## src/rtl/note_lane_scroller.sv

```systemverilog
// note_lane_scroller: falling-note slot engine for one guitar lane (spawn, per-frame advance, strum hit, miss retire)
module note_lane_scroller #(
  parameter int         NUM_SLOTS = 4,
  parameter logic [9:0] LANE_X    = 10'd100,
  parameter int         SPEED     = 4,
  parameter int         BOTTOM_Y  = 480,
  parameter int         HIT_LO    = 400,
  parameter int         HIT_HI    = 440
) (
  input  logic                    clk,
  input  logic                    resetn,
  input  logic                    frame_tick,
  input  logic                    spawn,
  input  logic                    hit_req,
  input  logic                    pause,
  output logic [9:0]              note_x,
  output logic [12*NUM_SLOTS-1:0] note_y_bus,
  output logic [NUM_SLOTS-1:0]    slot_valid,
  output logic                    hit_ok,
  output logic                    hit_bad,
  output logic                    miss,
  output logic                    overflow,
  output logic [7:0]              hit_count,
  output logic [7:0]              miss_count
);
  logic [NUM_SLOTS-1:0] valid_q, valid_d;
  logic [11:0]          y_q [NUM_SLOTS];
  logic [11:0]          y_d [NUM_SLOTS];
  logic                 hit_ok_q, hit_ok_d, hit_bad_q, hit_bad_d;
  logic                 miss_q, miss_d, overflow_q, overflow_d;
  logic [7:0]           hit_count_q, hit_count_d, miss_count_q, miss_count_d;
  logic                 found, free_any, adv;
  logic [11:0]          best_y;
  int                   best, free_i;
  logic [3:0]           k;
  logic [8:0]           miss_sum;
  always_comb begin
    found = 1'b0;
    best = 0;
    best_y = '0;
    free_any = 1'b0;
    free_i = 0;
    k = '0;
    adv = frame_tick && !pause;
    // strict '>' keeps the lowest index on equal y
    for (int i = 0; i < NUM_SLOTS; i++)
      if (valid_q[i] && y_q[i] >= 12'(HIT_LO) && y_q[i] <= 12'(HIT_HI) && (!found || y_q[i] > best_y)) begin
        found = 1'b1;
        best = i;
        best_y = y_q[i];
      end
    for (int i = NUM_SLOTS - 1; i >= 0; i--)
      if (!valid_q[i]) begin
        free_any = 1'b1;
        free_i = i;
      end
    for (int i = 0; i < NUM_SLOTS; i++) begin
      valid_d[i] = valid_q[i];
      y_d[i] = y_q[i];
      if (hit_req && found && i == best)
        valid_d[i] = 1'b0;
      else if (adv && valid_q[i]) begin
        if (y_q[i] + 12'(SPEED) >= 12'(BOTTOM_Y)) begin
          valid_d[i] = 1'b0;
          k = k + 4'd1;
        end else
          y_d[i] = y_q[i] + 12'(SPEED);
      end
      // the spawn target was invalid in the pre-edge state, so it never collides with hit/advance
      if (spawn && free_any && i == free_i) begin
        valid_d[i] = 1'b1;
        y_d[i] = '0;
      end
    end
    hit_ok_d = hit_req && found;
    hit_bad_d = hit_req && !found;
    miss_d = k != 4'd0;
    overflow_d = spawn && !free_any;
    hit_count_d = (hit_ok_d && hit_count_q != 8'hff) ? hit_count_q + 8'd1 : hit_count_q;
    miss_sum = {1'b0, miss_count_q} + 9'(k);
    miss_count_d = miss_sum[8] ? 8'hff : miss_sum[7:0];
  end
  always_ff @(posedge clk or negedge resetn) begin
    if (!resetn) begin
      valid_q <= '0;
      y_q <= '{default: '0};
      hit_ok_q <= 1'b0;
      hit_bad_q <= 1'b0;
      miss_q <= 1'b0;
      overflow_q <= 1'b0;
      hit_count_q <= '0;
      miss_count_q <= '0;
    end else begin
      valid_q <= valid_d;
      y_q <= y_d;
      hit_ok_q <= hit_ok_d;
      hit_bad_q <= hit_bad_d;
      miss_q <= miss_d;
      overflow_q <= overflow_d;
      hit_count_q <= hit_count_d;
      miss_count_q <= miss_count_d;
    end
  end
  always_comb begin
    note_y_bus = '0;
    for (int i = 0; i < NUM_SLOTS; i++) note_y_bus[12*i +: 12] = y_q[i];
  end
  assign note_x = LANE_X;
  assign slot_valid = valid_q;
  assign hit_ok = hit_ok_q;
  assign hit_bad = hit_bad_q;
  assign miss = miss_q;
  assign overflow = overflow_q;
  assign hit_count = hit_count_q;
  assign miss_count = miss_count_q;
endmodule
```

## config.mk

```make
export PLATFORM = sky130hd
export DESIGN_NAME = note_lane_scroller
export DESIGN_NICKNAME = d
export VERILOG_FILES = /design/src/rtl/note_lane_scroller.sv
export SDC_FILE = /design/constraint.sdc
export NUM_CORES = 1
export LEC_CHECK = 0
export CAP_MARGIN = 10
export CORE_ASPECT_RATIO = 2
export CORE_MARGIN = 10
export CORE_UTILIZATION = 58
export CTS_CLUSTER_SIZE = 12
export DETAILED_ROUTE_END_ITERATION = 10
export MAX_ROUTING_LAYER = met4
export PLACE_DENSITY = 0.85
export SETUP_SLACK_MARGIN = 0.15
export SYNTH_ARGS = -nofsm -noshare
export SYNTH_HDL_FRONTEND = slang
export SYNTH_SLANG_ARGS = --single-unit
```

## constraint.sdc

```tcl
create_clock -name clk -period 16.9 [get_ports clk]
set_clock_uncertainty 0.2 [all_clocks]
set_input_delay 1.69 -clock clk [delete_from_list [all_inputs] [get_ports clk]]
set_output_delay 1.69 -clock clk [all_outputs]
set_load 0.05 [all_outputs]
```

---- After elaboration in Yosys (flattened, before gate mapping) ----
Cells that the tools add are included.
operators by class
  $add $sub $neg .......................... 9
  $mul .................................... 0
  divide/modulo/power cells ............... 0
  magnitude comparators ................... 15
  equal/unequal tests ..................... 15
  shift operators ......................... 0
  muxes and demuxes ....................... 63
  bitwise logic cells ..................... 0
  reductions and logical operators ........ 61
operator list
  cell                     number
  $mux W12                 19
  $mux W32                 5
  $eq A3 B32 Y1 const A    4
  $ge A12 B9 Y1 const B    8
  $eq A2 B32 Y1 const A    2
  $logic_not A32 Y1        2
  $add A12 B3 Y12 const B  4
  $le A12 B9 Y1 const B    4
  $gt A12 B12 Y1           3
  $mux W4                  9
  $logic_and A1 B1 Y1      29
  $mux W1                  28
  $reduce_bool A3 Y1       8
  $ne A2 B1 Y1 const B     8
  $add A4 B1 Y4 const B    3
  $reduce_and A3 Y1        4
  $add A8 B4 Y9            1
  $add A8 B1 Y8 const B    1
  $mux W8                  1
  $ne A8 B8 Y1 const B     1
  $reduce_and A2 Y1        4
  $reduce_bool A2 Y1       4
  $logic_not A1 Y1         6
  $reduce_bool A4 Y1       1
  other kinds (2)          4
word-level totals
  register bits ........................... 72
  bits in latches ......................... 0
  memory bits (writable) .................. 0
  memory bits (read-only) ................. 0
  input port bits ......................... 6
  output and inout port bits .............. 82
  word-level logic and storage cells ...... 177
  memories ................................ 0

---- Logic depth before layout (Yosys ltp) ----
Gate-level depths: netlist of the first run.
  depth in word-level cells ............... 33
  mapped depth ............................ 45
  mapped depth without buffers ............ 41

---- Worst setup path before layout of the first run ----
OpenSTA, ideal clock, no wires.
  path type ............................... register to register
  from .................................... register y_q (netlist bit note_y_bus[4])
  to ...................................... register miss_count_q[3] (netlist: miss_count[3])
  setup time .............................. 0.136 ns
  data arrival time ....................... 9.287 ns
  required time ........................... 16.564 ns
  setup slack ............................. 7.277 ns
  stages on the path, launching flop included .. 43
  buffers on the path ..................... 4
  period minus slack after synthesis ...... 9.623 ns
  path through ............................ dfrtp_1 buf_6 and3_4 a2111oi_4 and3_4 clkbuf_1 nand2_1 ha_1 a211oi_1 nor2_1 nor4_1 a211oi_1 nor2_1 clkbuf_1 nor2_1 a31oi_1 ha_1 a21o_1 (+7 left out) o21ai_0 a2111oi_1 o31a_1 and3_1 a21oi_1 ha_1 nand3_1 o21a_4 inv_1 ha_1 mux2_2 ha_1 mux2_2 fa_1 a21o_1 a21oi_1 nand4bb_1 o21ai_0
between the ends
  cells in the longest elaborated chain, start to end .. 33
  elaborated cells on any way between the ends .. 54
  those cells by class .................... add/sub: 5; order compare: 6; eq/ne: 3; mux: 23; reduce/logical: 17
RTL lines
  element                                                    RTL line  source
  from (decl)                                                27        logic [11:0] y_q [NUM_SLOTS];
  from (signal assigned)                                     95        y_q <= y_d;
  $ge A12 B9 Y1                                              47        if (valid_q[i] && y_q[i] >= 12'(HIT_LO) && y_q[i] <= 12'(HIT_HI) && (!found || y_q[i] > best_y)) begin
  $logic_and A1 B1 Y1 (2 in series)                          47
  $mux W12 / $mux W1 (equally long branches)                 47
  $gt A12 B12 Y1 / $logic_not A1 Y1 (equally long branches)  47
  $logic_or A1 B1 Y1                                         47
  $logic_and A1 B1 Y1                                        47
  $mux W12 / $mux W1 (equally long branches)                 47
  $gt A12 B12 Y1 / $logic_not A1 Y1 (equally long branches)  47
  (+17 left out)                                             -
  $mux W4                                                    60        if (hit_req && found && i == best)
  $add A4 B1 Y4                                              65        k = k + 4'd1;
  $mux W4                                                    63        if (y_q[i] + 12'(SPEED) >= 12'(BOTTOM_Y)) begin
  $mux W4                                                    62        else if (adv && valid_q[i]) begin
  $mux W4 (*)                                                60
  $add A8 B4 Y9 (*)                                          80        miss_sum = {1'b0, miss_count_q} + 9'(k);
  $mux W8 (*)                                                81        miss_count_d = miss_sum[8] ? 8'hff : miss_sum[7:0];
  named net miss_count_d[3]                                  31        logic [7:0] hit_count_q, hit_count_d, miss_count_q, miss_count_d;
  to (signal assigned)                                       101       miss_count_q <= miss_count_d;
  to (decl)                                                  31
Mark *: on every way through the listed nets, which the timed path passes. The rest lies on a longest branch.
A chain may end at the register's enable or synchronous reset.

---- Worst setup path in the final report of the first run ----
  from .................................... register y_q (netlist bit note_y_bus[4])
  to ...................................... register miss_count_q[4] (netlist: miss_count[4])
Same word-level chain as after synthesis.

==> results.md, run 1 <==
- First-pass GRT wire length: 20.9 mm
- Seq/Total Area, Yosys: 33.5%
- Post-Route Setup TNS: 0 ns
- Hold buffers post-CTS: 0
- CTS tree: done
- H-tree depth: 3
- Failing checks: design-rule violations
- Yosys top cell by area: dfrtp_1
- Post-synth top cells: dfrtp_1 (64), nand2_1 (53), ha_1 (46)
- Initial antenna violation count: 0
- Root buffer cell: clkbuf_16
- PD cells: 111 nW/um^2
- Final WS setup: 6.59 ns
- Vias in the first global route: 4362
- Overall power: 0.648 mW
- Fin. max-slew vios: 0
- Gr ovfl total: 0
- Critical path type: register to register
- Core area: 8000 um^2
- DR WL/cell: 17.6 um
- Fin util: 72.8%
- CTS Buffer Depth: 2
- # resized after CTS: 0
- Post-DR vias/cell: 5.94
- Cell with the most instances after synthesis: dfrtp_1
- Sw frac: 41.3%
- Dpl ws: 6.70 ns
- Post-CTS setup buffers: 0
- Max-slew headroom: 45.1%
- Worst Path Required: 16.91 ns
- Hold Vio Cnt, Final: 0
- Clock power frac: 31.7%
- Remaining DRCs: 1
- Worst Max-Slew Pin Slew: 0.823 ns
- Crit path launch type: register
- Die Wd: 84.2 um
- Final cell count without fillers: 710
- Most used cell, CP: ha_1
- P_leak: 2.63 nW
- N_diodes: 0
- Sw power: 0.268 mW
- Worst vdd ir: 0.105 mV
- Share of post-route cells with drive strength above 1: 7.82%
- Synth top area share: 33.5%
- DP HPWL: 9.46 mm
- RSZ-0062 raised after global routing: false
- Detailed Routing Iterations Pass 1: 7
- Vias: 4217
- IO Pins: 88
- Top_reg_cell synth: dfrtp_1
- Routed Wire Length: 12.5 mm
- Initial DRC Count: 208
- Final GP Congestion: 0.913
- Internal: 0.380 mW
- Layout area overhead: 21.7%
- Tot GR Track Use: 20.8%
- EDFF count, synth: 0
- YS warnings: 0
- Outcome: finished, violations left
- Die height: 148 um
- CP delay by family, top: compound AO/OA/AOI/OAI gates
- Worst Hold Class: register to register
- Clock Latency Late Sink: 0.35 ns
- Nets: 662
- Worst Setup End Kind: register
- Max_cap viols: 0
- ANT nets after route: 0
- Die area: 12500 um^2
- Port Buffers: 69
- Asr flop ratio synth: 100%
- Avg Cell Area, Syn: 8.97 um^2
- Buffers & Inverters on Critical Path: 1
- Synth top area cells: dfrtp_1 (33%), ha_1 (12%), nand2_1 (4.2%)
- Fin crit share: 61.0%
- Arrival time at the worst endpoint: 10.33 ns
- CP max stage cell: a2111oi_1
- Num Clock Sinks: 64
- Cell count after placement: 694
- Post-Syn Instances: 533
- Synth Register Bits: 64
- Post-synthesis cell type count: 70
- Largest net degree at the start of global routing: 65
- Share of total power in combinational logic: 34.6%
- Crit Path Max Fanout: 14
- CTS buffer count: 9
- F_max: 97.0 MHz
- FP Rows: 46
- Starting Density: 59.8%
- Reg power frac: 33.6%
- Crit path largest cell delay: 0.57 ns
- Mapped Area: 4780 um^2
- Final worst path period need: 10.31 ns
- Final setup fails: 0
- CTS clk-pin slew, worst paths: 0.06 ns
-- sequential cells by signal, summed over array words and instances, names as in the netlist --
register    flops
overflow        1
hit_ok          1
miss_count      8
note_y_bus     40
slot_valid      4
hit_count       8
miss            1
hit_bad         1
-- cells by family after synthesis --
| logic type | share of synthesized area (%) |
|---|---|
| other cells | 0.157 |
| buf+inv | 6.62 |
| fa+ha+maj | 12.5 |
| xor+xnor | 4.37 |
| mux | 2.75 |
| compound gates | 16.4 |
| simple gates | 23.8 |
| flops | 33.5 |
-- power groups by stage --
stage,Sequential (mW),Clock (mW),Combinational [mW]
3_5_place_dp,0.219,0,0.224
4_1_cts,0.217,0.208,0.226
6_report,0.218,0.205,0.224
3_3_place_gp,0.218,0,0.216
5_1_grt,0.224,0.215,0.244
2_1_floorplan,0.264,0,0.110
-- layout by cell type (no fill, tap or decap), types with 16 or more instances in the layout --
master           count
nor2_1              45
ha_1                46
inv_1               26
conb_1              30
nand3_1             20
a21oi_1             19
and2_1              16
dfrtp_1             64
o21ai_0             29
nand2_1             53
clkdlybuf4s50_1     68
-- worst register-to-register path, delay by kind of cell (launching register included) --
family	cells	cell delay (ns)
mux	2	0.61
compound gates	17	4.19
flops	1	0.48
fa+ha+maj	7	2.32
simple gates	11	2.31
buf+inv	1	0.06
-- cell type report --
type                            count  area [um^2]
Timing Repair Buffer               71          701
Multi-Input combinational cell    436         2970
Clock buffer                        9          225
Sequential cell                    64         1600
Clock inverter                      7          103
Tap cell                           96          120
Inverter                           27          101
Fill cell                         599         2180
-- per-layer routing --
metal | up-vias | part of all wire (%) | global-route usage (%)
met1 | 2029 | 35 | 18.9
li1 | 2016 | - | -
met2 | 124 | 55 | 37.5
met5 | - | 0 | -
met3 | 48 | 5.2 | 5.69
met4 | 0 | 4.8 | 12.0
-- worst paths after layout --
check / from / to / slack (ns) / cells after the start
worst max-delay path: note_y_bus[4] / miss_count[4] / 6.59 / 38
worst min-delay path: hit_count[4] / hit_count[4] / 0.30 / 1
worst max register to register: note_y_bus[4] / miss_count[4] / 6.59 / 38
worst min register to register: hit_count[4] / hit_count[4] / 0.30 / 1
max in group asynchronous: resetn / note_y_bus[3] / 14.64 / 2
min in group asynchronous: resetn / note_y_bus[42] / 1.32 / 2
-- through the flow --
stage | hold slack [ns] | area [um^2]
global route | 0.334 | 5820
CTS | 0.302 | 5820
global placement | 0.277 | 5490
detailed placement | 0.293 | 5490
finish | 0.297 | 5820
floorplan | 0.595 | 4890
Power figures use the tool's default switching activity.
==> inputs of run 2 (changes only) <==
--- a/config.mk
+++ b/config.mk
@@ -8,11 +8,11 @@
 export CAP_MARGIN = 10
 export CORE_ASPECT_RATIO = 2
 export CORE_MARGIN = 10
-export CORE_UTILIZATION = 58
+export CORE_UTILIZATION = 48
 export CTS_CLUSTER_SIZE = 12
 export DETAILED_ROUTE_END_ITERATION = 10
 export MAX_ROUTING_LAYER = met4
-export PLACE_DENSITY = 0.85
+export PLACE_DENSITY = 0.75
 export SETUP_SLACK_MARGIN = 0.15
 export SYNTH_ARGS = -nofsm -noshare
 export SYNTH_HDL_FRONTEND = slang
==> constraint.sdc (replaced) <==
create_clock -name clk -period 8.45 [get_ports clk]
set_clock_uncertainty 0.2 [all_clocks]
set_input_delay 0.845 -clock clk [delete_from_list [all_inputs] [get_ports clk]]
set_output_delay 0.845 -clock clk [all_outputs]
set_load 0.05 [all_outputs]
==> results.md, run 2 (synthesis results as in run 1) <==
- Outcome: finished, violations left
- Failing checks: negative setup slack
- Crit path largest cell delay: 0.40 ns
- ANT nets after route: 0
- Max_cap viols: 0
- Hold Vio Cnt, Final: 0
- CP max stage cell: a2111o_1
- RSZ-0062 raised after global routing: true
- Final WS setup: -0.0119 ns
- IO Pins: 88
- Arrival time at the worst endpoint: 8.49 ns
- Max FFs per register: 40
- CTS tree: done
- Fin crit share: 100%
- Multi-input logic area: 3220 um^2
- Vias in the first global route: 4651
- H-tree depth: 3
- Crit path launch type: register
- Remaining DRCs: 0
- Die Wd: 90.6 um
- P_leak: 2.86 nW
- Num Clock Sinks: 64
- Root buffer cell: clkbuf_16
- CTS buffer count: 9
- Post-DR vias/cell: 5.61
- Initial antenna violation count: 0
- Starting Density: 49.0%
- Die area: 14600 um^2
- Area of placed instances: 5780 um^2
- PD cells: 210 nW/um^2
- Routed Wire Length: 13.4 mm
- Crit Path Max Fanout: 6
- CTS Buffer Depth: 2
- First-pass GRT wire length: 22.2 mm
- Fin. max-slew vios: 0
- Core area: 9760 um^2
- Overall power: 1.35 mW
- DR WL/cell: 17.2 um
- Largest net degree at the start of global routing: 65
- Tot GR Track Use: 18.8%
- Final setup fails: 1
- N_diodes: 0
- Post-route design area: 6410 um^2
- Vias: 4387
- Critical path type: register to register
- Share of post-route cells with drive strength above 1: 19.7%
- DP HPWL: 10.1 mm
- Die height: 161 um
- CTS clk-pin slew, worst paths: 0.06 ns
- Worst Max-Slew Pin Slew: 0.840 ns
- F_max: 118 MHz
- Clock Latency Late Sink: 0.34 ns
- Initial DRC Count: 177
- FP Rows: 51
- Final GP Congestion: 0.939
- Port Buffers: 69
- Nets: 698
- Sequential cell area: 1610 um^2
- Worst vdd ir: 0.173 mV
- Hold buffers post-CTS: 0
- Worst Setup End Kind: register
- Most frequent cells in the layout: clkdlybuf4s50_1 (68), dfrtp_1 (59), nand2_1 (49), nor2_1 (41), ha_1 (38)
- Worst Path Required: 8.47 ns
- Layout area overhead: 34.1%
- Gr ovfl total: 0
- Worst Hold Class: register to register
- Most common cell after layout, fill and taps aside: clkdlybuf4s50_1
- Final worst path period need: 8.46 ns
- Max-slew headroom: 44.0%
- # fillers: 798
- Detailed Routing Iterations Pass 1: 4
[run 2: routing by layer]
layer  wire (um)  vias to the layer above  global-route usage (%)
li1            -                     2095                       -
met3         617                       47                    3.85
met2        7320                      144                    33.8
met5           0                        -                       -
met1        4910                     2101                    17.9
met4         598                        0                    11.5
[run 2: worst paths after layout]
check	startpoint	endpoint	slack (ns)	cells after the start
min reg2reg	hit_count[4]	hit_count[4]	0.31	1
min in group asynchronous	resetn	note_y_bus[42]	0.47	2
max	note_y_bus[3]	miss_count[6]	-0.01	42
min	hit_count[4]	hit_count[4]	0.31	1
max reg2reg	note_y_bus[3]	miss_count[6]	-0.01	42
max in group asynchronous	resetn	note_y_bus[5]	7.00	2
[run 2: cell type report]
type,count,area share (%)
flip-flops and latches,64,25.1
repair buffers,107,15.5
well taps,132,2.58
clock buffers,10,3.73
clock inverters,6,1.29
multi-input cells,436,50.2
inverters,27,1.58
[run 2: through the flow]
step	hold WS, ns	setup TNS [ns]	instances	setup WS, ns	util [%]
after floorplan	0.349	-2.32	561	-0.410	-
after global placement	0.287	0	744	0.109	59.2
after detailed placement	0.290	-1.53	744	-0.261	59.2
after CTS	0.307	0	774	0.0936	64.5
after global routing	0.346	-2.76	782	-0.386	65.7
final	0.308	-0.0119	782	-0.0119	65.7
[run 2: critical path, delay by kind of cell, from the launching register on]
family	cells	cell delay [ns]
buffers and inverters	6	0.66
DFF	1	0.38
AOI/OAI and AO/OA	15	3.04
and+or+nand+nor	11	1.40
adders and majority gates	7	1.81
muxes	3	0.84
[run 2: what timing repair did]
item	in CTS	in global routing
setup buffers	14	8
endpoints found under the setup margin	8	9
pin swaps	30	19
gates resized for setup	17	13
[run 2: where the power goes]
group | internal, mW | switching [mW]
combinational | 0.183 | 0.323
sequential | 0.344 | 0.0906
clock | 0.264 | 0.140
total | 0.792 | 0.554
